File: config.mk
export PLATFORM = sky130hd
export DESIGN_NAME = cam_i2c_write_master
export DESIGN_NICKNAME = d
export VERILOG_FILES = /design/src/rtl/cam_i2c_write_master.sv
export SDC_FILE = /design/constraint.sdc
export NUM_CORES = 1
export LEC_CHECK = 0
export CORE_MARGIN = 2
export CORE_UTILIZATION = 41
export CTS_CLUSTER_DIAMETER = 60
export DETAILED_ROUTE_END_ITERATION = 7
export PLACE_DENSITY_LB_ADDON = 0.08
export SLEW_MARGIN = 20
export SYNTH_ARGS = -nofsm -noshare
export SYNTH_HDL_FRONTEND = slang
export SYNTH_SLANG_ARGS = --single-unit
File: constraint.sdc
create_clock -name sysClk -period 5.49 [get_ports sysClk]
set_input_delay 1.098 -clock sysClk [delete_from_list [all_inputs] [get_ports sysClk]]
set_output_delay 1.098 -clock sysClk [all_outputs]
set_load 0.05 [all_outputs]
File: src/rtl/cam_i2c_write_master.sv
// I2C write-only master for camera register programming: START, device address,
// register address, two data bytes (MSB first), STOP. Open-drain via *_oe outputs.
module cam_i2c_write_master #(
  parameter int unsigned CLK_DIV       = 125,
  parameter logic [6:0]  DEV_ADDR_CAM0 = 7'h48,
  parameter logic [6:0]  DEV_ADDR_CAM1 = 7'h49
) (
  input  logic        sysClk,
  input  logic        rst_n,
  input  logic [7:0]  cmd_addr,
  input  logic [15:0] cmd_data,
  input  logic        cmd_cam_id,
  input  logic        cmd_valid,
  output logic        cmd_ready,
  output logic        scl_oe,
  output logic        sda_oe,
  input  logic        sda_i,
  output logic        done,
  output logic        nack_err
);

  localparam int unsigned DIV_W    = (CLK_DIV > 1) ? $clog2(CLK_DIV) : 1;
  localparam logic [DIV_W-1:0] DIV_LAST = DIV_W'(CLK_DIV - 1);

  typedef enum logic [2:0] {IDLE, START, BYTE, ACK, STOP} state_t;

  state_t           state;
  logic [DIV_W-1:0] div_cnt;
  logic [1:0]       phase;
  logic [2:0]       bit_cnt;
  logic [1:0]       byte_cnt;
  logic [31:0]      shreg;
  logic             ack_smp;

  logic tick;
  logic nack_now;

  assign tick = (div_cnt == DIV_LAST);
  // With CLK_DIV=1 the sample cycle is also the decision cycle, so use the live line.
  assign nack_now = (div_cnt == '0) ? sda_i : ack_smp;

  // Line drive {scl_oe, sda_oe} for a given state, quarter-bit phase and data bit.
  function automatic logic [1:0] line_drive(input state_t s, input logic [1:0] q, input logic b);
    logic [1:0] d;
    d = 2'b00;
    case (s)
      START:   d = (q == 2'd3) ? 2'b11 : 2'b01;
      BYTE:    d = {~q[1], ~b};
      ACK:     d = {~q[1], 1'b0};
      STOP: begin
        case (q)
          2'd0:    d = 2'b11;
          2'd1:    d = 2'b01;
          default: d = 2'b00;
        endcase
      end
      default: d = 2'b00;
    endcase
    return d;
  endfunction

  always_ff @(posedge sysClk or negedge rst_n) begin
    if (!rst_n) begin
      state     <= IDLE;
      div_cnt   <= '0;
      phase     <= 2'd0;
      bit_cnt   <= 3'd0;
      byte_cnt  <= 2'd0;
      shreg     <= 32'd0;
      ack_smp   <= 1'b0;
      cmd_ready <= 1'b1;
      scl_oe    <= 1'b0;
      sda_oe    <= 1'b0;
      done      <= 1'b0;
      nack_err  <= 1'b0;
    end else begin
      done <= 1'b0;
      if (state == IDLE) begin
        if (cmd_valid) begin
          state            <= START;
          div_cnt          <= '0;
          phase            <= 2'd0;
          bit_cnt          <= 3'd0;
          byte_cnt         <= 2'd0;
          shreg            <= {(cmd_cam_id ? DEV_ADDR_CAM1 : DEV_ADDR_CAM0), 1'b0,
                               cmd_addr, cmd_data};
          nack_err         <= 1'b0;
          cmd_ready        <= 1'b0;
          {scl_oe, sda_oe} <= line_drive(START, 2'd0, 1'b0);
        end
      end else begin
        div_cnt <= tick ? '0 : div_cnt + DIV_W'(1);
        if (state == ACK && phase == 2'd3 && div_cnt == '0)
          ack_smp <= sda_i;
        if (tick) begin
          phase <= phase + 2'd1;
          if (phase != 2'd3) begin
            {scl_oe, sda_oe} <= line_drive(state, phase + 2'd1, shreg[31]);
          end else begin
            // End of a bit period: advance the protocol state.
            case (state)
              START: begin
                state            <= BYTE;
                {scl_oe, sda_oe} <= line_drive(BYTE, 2'd0, shreg[31]);
              end
              BYTE: begin
                shreg <= {shreg[30:0], 1'b0};
                if (bit_cnt == 3'd7) begin
                  bit_cnt          <= 3'd0;
                  state            <= ACK;
                  {scl_oe, sda_oe} <= line_drive(ACK, 2'd0, 1'b0);
                end else begin
                  bit_cnt          <= bit_cnt + 3'd1;
                  {scl_oe, sda_oe} <= line_drive(BYTE, 2'd0, shreg[30]);
                end
              end
              ACK: begin
                if (nack_now || byte_cnt == 2'd3) begin
                  byte_cnt         <= 2'd0;
                  nack_err         <= nack_now;
                  state            <= STOP;
                  {scl_oe, sda_oe} <= line_drive(STOP, 2'd0, 1'b0);
                end else begin
                  byte_cnt         <= byte_cnt + 2'd1;
                  state            <= BYTE;
                  {scl_oe, sda_oe} <= line_drive(BYTE, 2'd0, shreg[31]);
                end
              end
              STOP: begin
                state            <= IDLE;
                done             <= 1'b1;
                cmd_ready        <= 1'b1;
                {scl_oe, sda_oe} <= 2'b00;
              end
              default: begin
                state            <= IDLE;
                cmd_ready        <= 1'b1;
                {scl_oe, sda_oe} <= 2'b00;
              end
            endcase
          end
        end
      end
    end
  end

endmodule

* Word-level counts from Yosys, hierarchy flattened
Cells that the tools add are included.
Word-level totals: register bits 55, latch bits 0, bits in writable memories 0, ROM bits 0, input port bits 29, logic and storage cells 112, memories 0
Operators by class: add/subtract/negate cells 4, multiply operators 0, divide/modulo/power cells 0, $lt $le $gt $ge 0, eq/ne operators 15, shifts and indexed selects 0, mux-type cells 59, bitwise logic cells 4, reductions and logical operators 18
Operators by type and width (number):
- $mux 32 | 5
- $mux 3 | 12
- $mux 1 | 26
- $mux 7 | 3
- $mux 2 | 9
- $reduce_and 4->1 | 4
- $pmux 3 s3 | 1
- $pmux 2 s4 | 1
- $reduce_bool 2->1 | 4
- $add 7x1->7 const B | 1
- $eq 7x7->1 const B | 1
- $logic_not 7->1 | 1
- $eq 2x2->1 const B | 3
- $eq 3x2->1 const B | 2
- $eq 3x3->1 const B | 2
- $ne 2x2->1 const B | 3
- $reduce_and 5->1 | 1
- $add 2x1->2 const B | 2
- $not 1->1 | 4
- $pmux 2 s2 | 1
- $reduce_and 2->1 | 2
- $add 3x1->3 const B | 1
- $eq 3x1->1 const B | 1
- $logic_not 3->1 | 1
- 8 further kinds | 9

* Depth between registers and ports, before layout
Gate-level depths: netlist (run 1).
word-level depth 8, depth in mapped cells 8, gate-level depth less buffers 7

* Worst setup path after synthesis (run 1)
No wires, ideal clock.
kind flip-flop to flip-flop, from reg div_cnt[0], to reg byte_cnt[0], library setup time 125 ps, arrival time 1907 ps, required time 5365 ps, setup slack 3458 ps, cell stages (with the launch flop) 8, clock period less this slack 2032 ps, cell sequence dfrtp_1 -> inv_1 -> ha_1 -> or4b_4 -> nor3_4 -> mux2i_1 -> nor2_1 -> mux2_2
On the way: cells in the longest elaborated chain, start to end 8
Ends and longest elaborated chain:
- start: declaration | RTL line 28 | logic [DIV_W-1:0] div_cnt;
- start signal: assignment | RTL line 92 | div_cnt <= tick ? '0 : div_cnt + DIV_W'(1);
- $logic_not 7->1 | RTL line 40 | assign nack_now = (div_cnt == '0) ? sda_i : ack_smp;
- $mux 1 | RTL line 40
- $logic_or 1x1->1 | RTL line 118 | if (nack_now || byte_cnt == 2'd3) begin
- $mux 2 | RTL line 118
- $mux 2 | RTL line 101 | case (state)
- $mux 2 | RTL line 97 | if (phase != 2'd3) begin
- $mux 2 | RTL line 95 | if (tick) begin
- $mux 2 | RTL line 78 | if (state == IDLE) begin
- end signal: assignment | RTL line 124 | byte_cnt <= byte_cnt + 2'd1;
- end: declaration | RTL line 31 | logic [1:0] byte_cnt;
Parallel ways exist; a longest one is shown, timed or not. The select of a mux whose other input is x is not followed. A chain may end at the register's enable or synchronous reset.

* Worst setup path after layout (run 1)
from in cmd_valid, to reg shreg[15]
On the way: cells in the longest elaborated chain, start to end 2
Ends and longest elaborated chain:
- start: declaration | RTL line 13 | input logic cmd_valid,
- $ne 2x2->1 (no source line)
- $reduce_and 4->1 (no source line)
- end signal: assignment | RTL line 85 | shreg <= {(cmd_cam_id ? DEV_ADDR_CAM1 : DEV_ADDR_CAM0), 1'b0,
- end signal: assignment | RTL line 107 | shreg <= {shreg[30:0], 1'b0};
- end: declaration | RTL line 32 | logic [31:0] shreg;
No other way between the ends.

==> results of run 1 <==
where the power goes:
group	switching (uW)	total, uW	internal (uW)	leakage, uW
clock network	133	248	115	0.0000505
registers	71.3	567	496	0.000653
logic	123	235	112	0.000636
synthesized netlist by cell type, drive strengths merged:
master / n / area share
dfstp: 1 / 0.0099
a221oi: 1 / 0.0033
o22ai: 2 / 0.0047
o32ai: 1 / 0.0033
a21oi: 8 / 0.015
clkbuf: 9 / 0.013
nand3: 8 / 0.015
ha: 8 / 0.038
nor2: 46 / 0.065
o31ai: 2 / 0.0056
nor3: 5 / 0.016
inv: 4 / 0.0056
o2111ai: 1 / 0.0033
o31a: 1 / 0.0033
o41ai: 3 / 0.0099
nand2b: 2 / 0.0047
o21ai: 16 / 0.030
nand4: 2 / 0.0047
mux2i: 2 / 0.0075
a21boi: 1 / 0.0028
or4b: 1 / 0.0052
or3: 1 / 0.0024
buf: 7 / 0.013
o22a: 2 / 0.0066
nand2: 68 / 0.096
a31oi: 25 / 0.059
mux2: 2 / 0.0085
nor2b: 2 / 0.0047
and3: 2 / 0.0047
a22o: 9 / 0.030
a32o: 1 / 0.0038
dfrtp: 54 / 0.51
layer usage:
layer | share of wire | wire [um] | track usage | vias up
met5 | 0 | 0 | 0 | -
met4 | 0.0053 | 30 | 0.04040 | 0
met3 | 0.031 | 175 | 0.03343 | 2
met2 | 0.47 | 2671 | 0.2856 | 33
met1 | 0.49 | 2767 | 0.2210 | 1022
li1 | - | - | - | 1095
state kept, by name (all words and copies together), names as in the netlist, 2 cells and up:
register / cells
div_cnt: 7
shreg: 32
state: 3
phase: 2
byte_cnt: 2
bit_cnt: 3
per-stage QoR:
step                      utilization  power [uW]  area (sq um)  worst slack [ns]
after floorplan                     -       729.9          2661             3.458
after global placement         0.4841       805.6          3057             2.208
after detailed placement       0.4841       812.8          3057             2.181
after CTS                      0.5006        1064          3161             2.525
after global routing           0.5006        1124          3161             2.279
final                          0.5006        1050          3161             2.525
kinds of logic (layout without fill, tap and decap cells):
| family | count (synthesis) | in the layout |
|---|---|---|
| muxes | 4 | 4 |
| DFF | 55 | 55 |
| and+or+nand+nor | 137 | 137 |
| AOI/OAI and AO/OA | 73 | 73 |
| adders and majority gates | 8 | 8 |
| buffers and inverters | 20 | 49 |
critical path: stages:
cell	delay [ns]
clkdlybuf4s50_1	0.63
nand2b_1	0.14
o31a_1	0.16
nor3_4	0.54
buf_4	0.40
nor2_1	0.06
a31oi_1	0.14
layout make-up:
class | instances | area, sq um
fill | 630 | 3153
sequential | 55 | 1378
multi-input combinational | 222 | 1212
timing repair buffer | 37 | 355.3
clock buffer | 7 | 96.34
tap | 77 | 96.34
inverter | 4 | 15.01
clock inverter | 1 | 7.507
worst max path at each step:
stage                     slack, ns        from     endpoint  depth (start not counted)
after floorplan                3.46  div_cnt[0]  byte_cnt[0]                          7
after global placement         2.21   cmd_valid    shreg[19]                          7
after detailed placement       2.18   cmd_valid    shreg[14]                          7
after CTS                      2.52   cmd_valid    shreg[15]                          7
after global routing           2.28   cmd_valid    shreg[23]                          7
final                          2.53   cmd_valid    shreg[15]                          7
==> flow_metrics.py, run 1 <==
metrics = {
    "run_status": {
        "outcome": "completed",
    },
    "worst_setup_path": {
        "r2r-start": "state[0]",
        "worstPathArrival_ns": 3.19,
        "critPathKind": "in -> reg",
        "critPathMaxFanout": 30,
        "worst_setup_path_start_kind": "input pin",
        "r2r_slack_ns": 2.90,
        "worstRegToRegCells": 6,
        "timing.rr.end": "scl_oe",
        "cp-end-kind": "flip-flop",
        "worstPathRequired_ns": 5.72,
    },
    "synth": {
        "yosys_warnings": 0,
        "ys_types": 36,
        "synth_compound_area_frac": 0.1801,
        "synth_xor_area_frac": 0,
        "synthMuxAreaShare": 0.01598,
        "yosys_register_bits": 55,
        "synth_area_sq_mm": 0.002661,
        "syn_area_per_cell_sq_um": 8.961,
        "synth_fa_ha_area_frac": 0.03761,
        "yosys.area_share.simple": 0.2177,
        "synth_top_family_by_area": "simple AND/OR/NAND/NOR gates",
        "ys_seq_area_frac": 0.5176,
        "syn_inst": 297,
        "syn_nets": 334,
    },
    "detailed_routing": {
        "drt_pass1_iterations": 4,
        "drc": 0,
        "antenna_left": 0,
        "wl_per_cell_um": 14.00,
        "drt-total-wl_um": 5644,
        "drt_iter0_drc": 136,
        "vias": 2152,
        "vias_per_cell": 5.340,
    },
    "min_path": {
        "hold_path_startpoint": "bit_cnt[0]",
        "holdCritPathClass": "reg -> reg",
        "whs_endpoint": "bit_cnt[0]",
        "whs_path_depth": 1,
    },
    "sta": {
        "fin_crit_sh": 0.5401,
        "rsz0062_at_grt": "no",
        "finClkSkew_ns": 0.005381,
        "drv_slew": 0,
        "fin_crit_ns": 2.965,
        "max_freq_ghz": 0.3373,
        "setup_viol": 0,
        "max-slew-margin-rel": 0.5307,
        "tns_ns": 0,
        "hold_ws_ns": 0.5045,
        "tightestPinTransition_ns": 0.7039,
        "final-hold-violation-count": 0,
    },
    "clock_tree": {
        "cts_inserted_buffers": 5,
        "htreeDepth": 2,
        "cts.repair.resized": 0,
        "cts.sinks": 55,
        "post_cts_buffers": 0,
        "path_clk_slew_ns": 0.10,
        "cts_buffer_depth": 2,
        "cts_tree": "done",
        "root_buffer": "clkbuf_8",
        "insertion_delay_ns": 0.30,
        "ctsHoldBuffers": 0,
    },
    "layout": {
        "drive_gt1_frac": 0.06135,
        "nets": 362,
        "layoutNonFillerInstCount": 403,
        "syn_to_final_growth_pct": 18.76,
        "final_cell_mix": "nand2_1 (68), dfrtp_1 (54), nor2_1 (46)",
        "antenna_cells": 0,
        "mostFrequentLayoutCell": "nand2_1",
    },
    "pwr": {
        "total_leakage_power_uw": 0.001339,
        "ir_worst_vdd_v": 0.0001598,
        "power_density_mw_per_mm2": 332.3,
    },
    "placed_design": {
        "dp_hpwl_um": 3754,
        "port_buffers": 33,
        "dp.cells": 395,
        "place.gp.congestion": 0.7750,
    },
    "floorplanning": {
        "dieHeight_um": 84.57,
        "die-area_sq_mm": 0.007151,
        "coreArea_sq_mm": 0.006314,
        "rows": 29,
        "die_w_um": 84.57,
        "initial_core_util": 0.4215,
        "ioPinCount": 34,
    },
    "global_routing": {
        "antenna_found_initial": 0,
        "grt_pass1_wl_um": 9922,
        "grt.total_usage": 0.1677,
        "overflow": 0,
        "grt_pass1_vias": 2099,
        "grt_start_max_net_pins": 56,
    },
    "job": {
        "max_cap_violations": 0,
    },
}
Power figures use the tool's default switching activity.
==> inputs of run 2 (changes only) <==
- clock period: 5.49 -> 2.8 ns (I/O delays scaled with it)
==> run 2 against run 1 <==
Net effect:
- via count rose by 0.88%
- worst hold slack got worse by 0.14 ns
- clock-buffer cell count fell by 1
- setup slack got worse by 2.0 ns
- cell area rose by 0.44%
- utilization rose by 0.22 points
- global-route usage rose by 0.27 points
- critical path depth did not move
- die area did not move
- final cell count rose by 0.25%
- highest routed layer unchanged
==> flow_metrics.py, run 2 (synthesized netlist as in run 1, its figures left out) <==
metrics = {
    "detailed_routing": {
        "drt_pass1_iterations": 4,
        "drt-total-wl_um": 5530,
        "antenna_left": 0,
        "vias": 2171,
        "drt_iter0_drc": 131,
        "drc": 0,
        "wl_per_cell_um": 13.69,
        "vias_per_cell": 5.374,
    },
    "worst_setup_path": {
        "worst_setup_path_start_kind": "flip-flop",
        "crit_path_max_incr_delay_ns": 0.47,
        "cp-end-kind": "flip-flop",
        "crit_chain": "inv_1 -> ha_1 -> or4b_4 -> nor3_4 -> mux2i_1 -> nor2_1 -> mux2_2",
        "worstPathRequired_ns": 3.00,
        "cpLargestDelayFamily": "simple AND/OR/NAND/NOR gates",
        "path_buf_inv": 1,
        "critPathMaxFanout": 7,
        "cp_slowest_cell": "or4b_4",
        "worstPathArrival_ns": 2.46,
        "critPathKind": "reg -> reg",
    },
    "pwr": {
        "power_density_mw_per_mm2": 654.8,
        "total_leakage_power_uw": 0.001350,
        "ir_worst_vdd_v": 0.0002937,
        "power.total_uw": 2078,
    },
    "sta": {
        "worst_slack_ns": 0.5373,
        "max_freq_ghz": 0.4419,
        "fin_crit_ns": 2.263,
        "fin_crit_sh": 0.8081,
        "setup_viol": 0,
        "tightestPinTransition_ns": 0.8685,
        "finClkSkew_ns": 0.004530,
        "tns_ns": 0,
        "final-hold-violation-count": 0,
        "drv_slew": 0,
        "max-slew-margin-rel": 0.4210,
        "rsz0062_at_grt": "no",
    },
    "layout": {
        "mostFrequentLayoutCell": "nand2_1",
        "drive_gt1_frac": 0.06116,
        "syn_to_final_growth_pct": 19.28,
        "nets": 364,
        "top_regs": "shreg: 32 flops, div_cnt: 7 flops",
        "post-route-util": 0.5028,
        "final_cell_mix": "nand2_1 (68), dfrtp_1 (54), nor2_1 (46)",
        "finalInstanceArea_sq_mm": 0.003174,
        "largest_register_ffs": 32,
        "antenna_cells": 0,
        "top_register": "shreg",
    },
    "clock_tree": {
        "cts_inserted_buffers": 5,
        "cts.sinks": 55,
        "insertion_delay_ns": 0.31,
        "post_cts_buffers": 0,
        "ctsHoldBuffers": 0,
        "path_clk_slew_ns": 0.09,
        "htreeDepth": 2,
        "root_buffer": "clkbuf_8",
        "cts.repair.resized": 0,
        "cts_tree": "done",
        "cts_buffer_depth": 2,
    },
    "placed_design": {
        "place.gp.congestion": 0.7900,
        "post_dp_cell_area_sq_mm": 0.003072,
        "dp_hpwl_um": 3747,
        "port_buffers": 33,
        "pre_cts_ws_ns": 0.4891,
    },
    "floorplanning": {
        "die_w_um": 84.57,
        "ioPinCount": 34,
        "die-area_sq_mm": 0.007151,
        "rows": 29,
        "initial_core_util": 0.4215,
        "coreArea_sq_mm": 0.006314,
        "dieHeight_um": 84.57,
    },
    "global_routing": {
        "grt.total_usage": 0.1705,
        "grt_pass1_vias": 2071,
        "antenna_found_initial": 0,
        "grt_start_max_net_pins": 40,
        "overflow": 0,
        "grt_pass1_wl_um": 9894,
    },
    "min_path": {
        "holdCritPathClass": "in -> async",
    },
    "run_status": {
        "outcome": "completed",
    },
    "job": {
        "max_cap_violations": 0,
    },
}
==> run 2: stage by stage <==
| stage | instances | hold WS (ns) |
|---|---|---|
| 4_1_cts | 404 | 0.3932 |
| 2_1_floorplan | 297 | 0.2644 |
| 3_5_place_dp | 397 | 0.4765 |
| 3_3_place_gp | 397 | 0.4680 |
| 5_1_grt | 404 | 0.4275 |
| 6_report | 404 | 0.3617 |
==> run 2: area by class of cell <==
cell class,count,area [sq um]
clock buffer,6,72.57
clock inverter,1,30.03
fill,612,3139
inverter,4,15.01
multi-input combinational,222,1212
sequential,55,1378
tap,77,96.34
timing repair buffer,39,370.4
==> run 2: path summary, 6_finish.rpt <==
kind / cells past startpoint / from / to / slack [ns]
hold reg to reg: 2 / scl_oe / scl_oe / 0.49
hold / removal: 1 / rst_n / phase[0] / 0.36
max in group asynchronous: 2 / rst_n / shreg[16] / 1.73
min in group sysClk: 2 / scl_oe / scl_oe / 0.49
setup reg to reg: 7 / div_cnt[0] / byte_cnt[0] / 0.54
setup / recovery: 7 / div_cnt[0] / byte_cnt[0] / 0.54
==> run 2: metal layers <==
| layer | up-vias | GRT usage | share of wire |
|---|---|---|---|
| met5 | - | 0 | 0 |
| met4 | 0 | 0.05628 | 0.011 |
| met3 | 5 | 0.03147 | 0.043 |
| met2 | 52 | 0.2634 | 0.46 |
| met1 | 1017 | 0.2436 | 0.49 |
| li1 | 1097 | - | - |
==> run 2: report_power, final <==
group          switching [uW]  internal (uW)
logic                     235            220
clock network             250            263
registers                 138            972
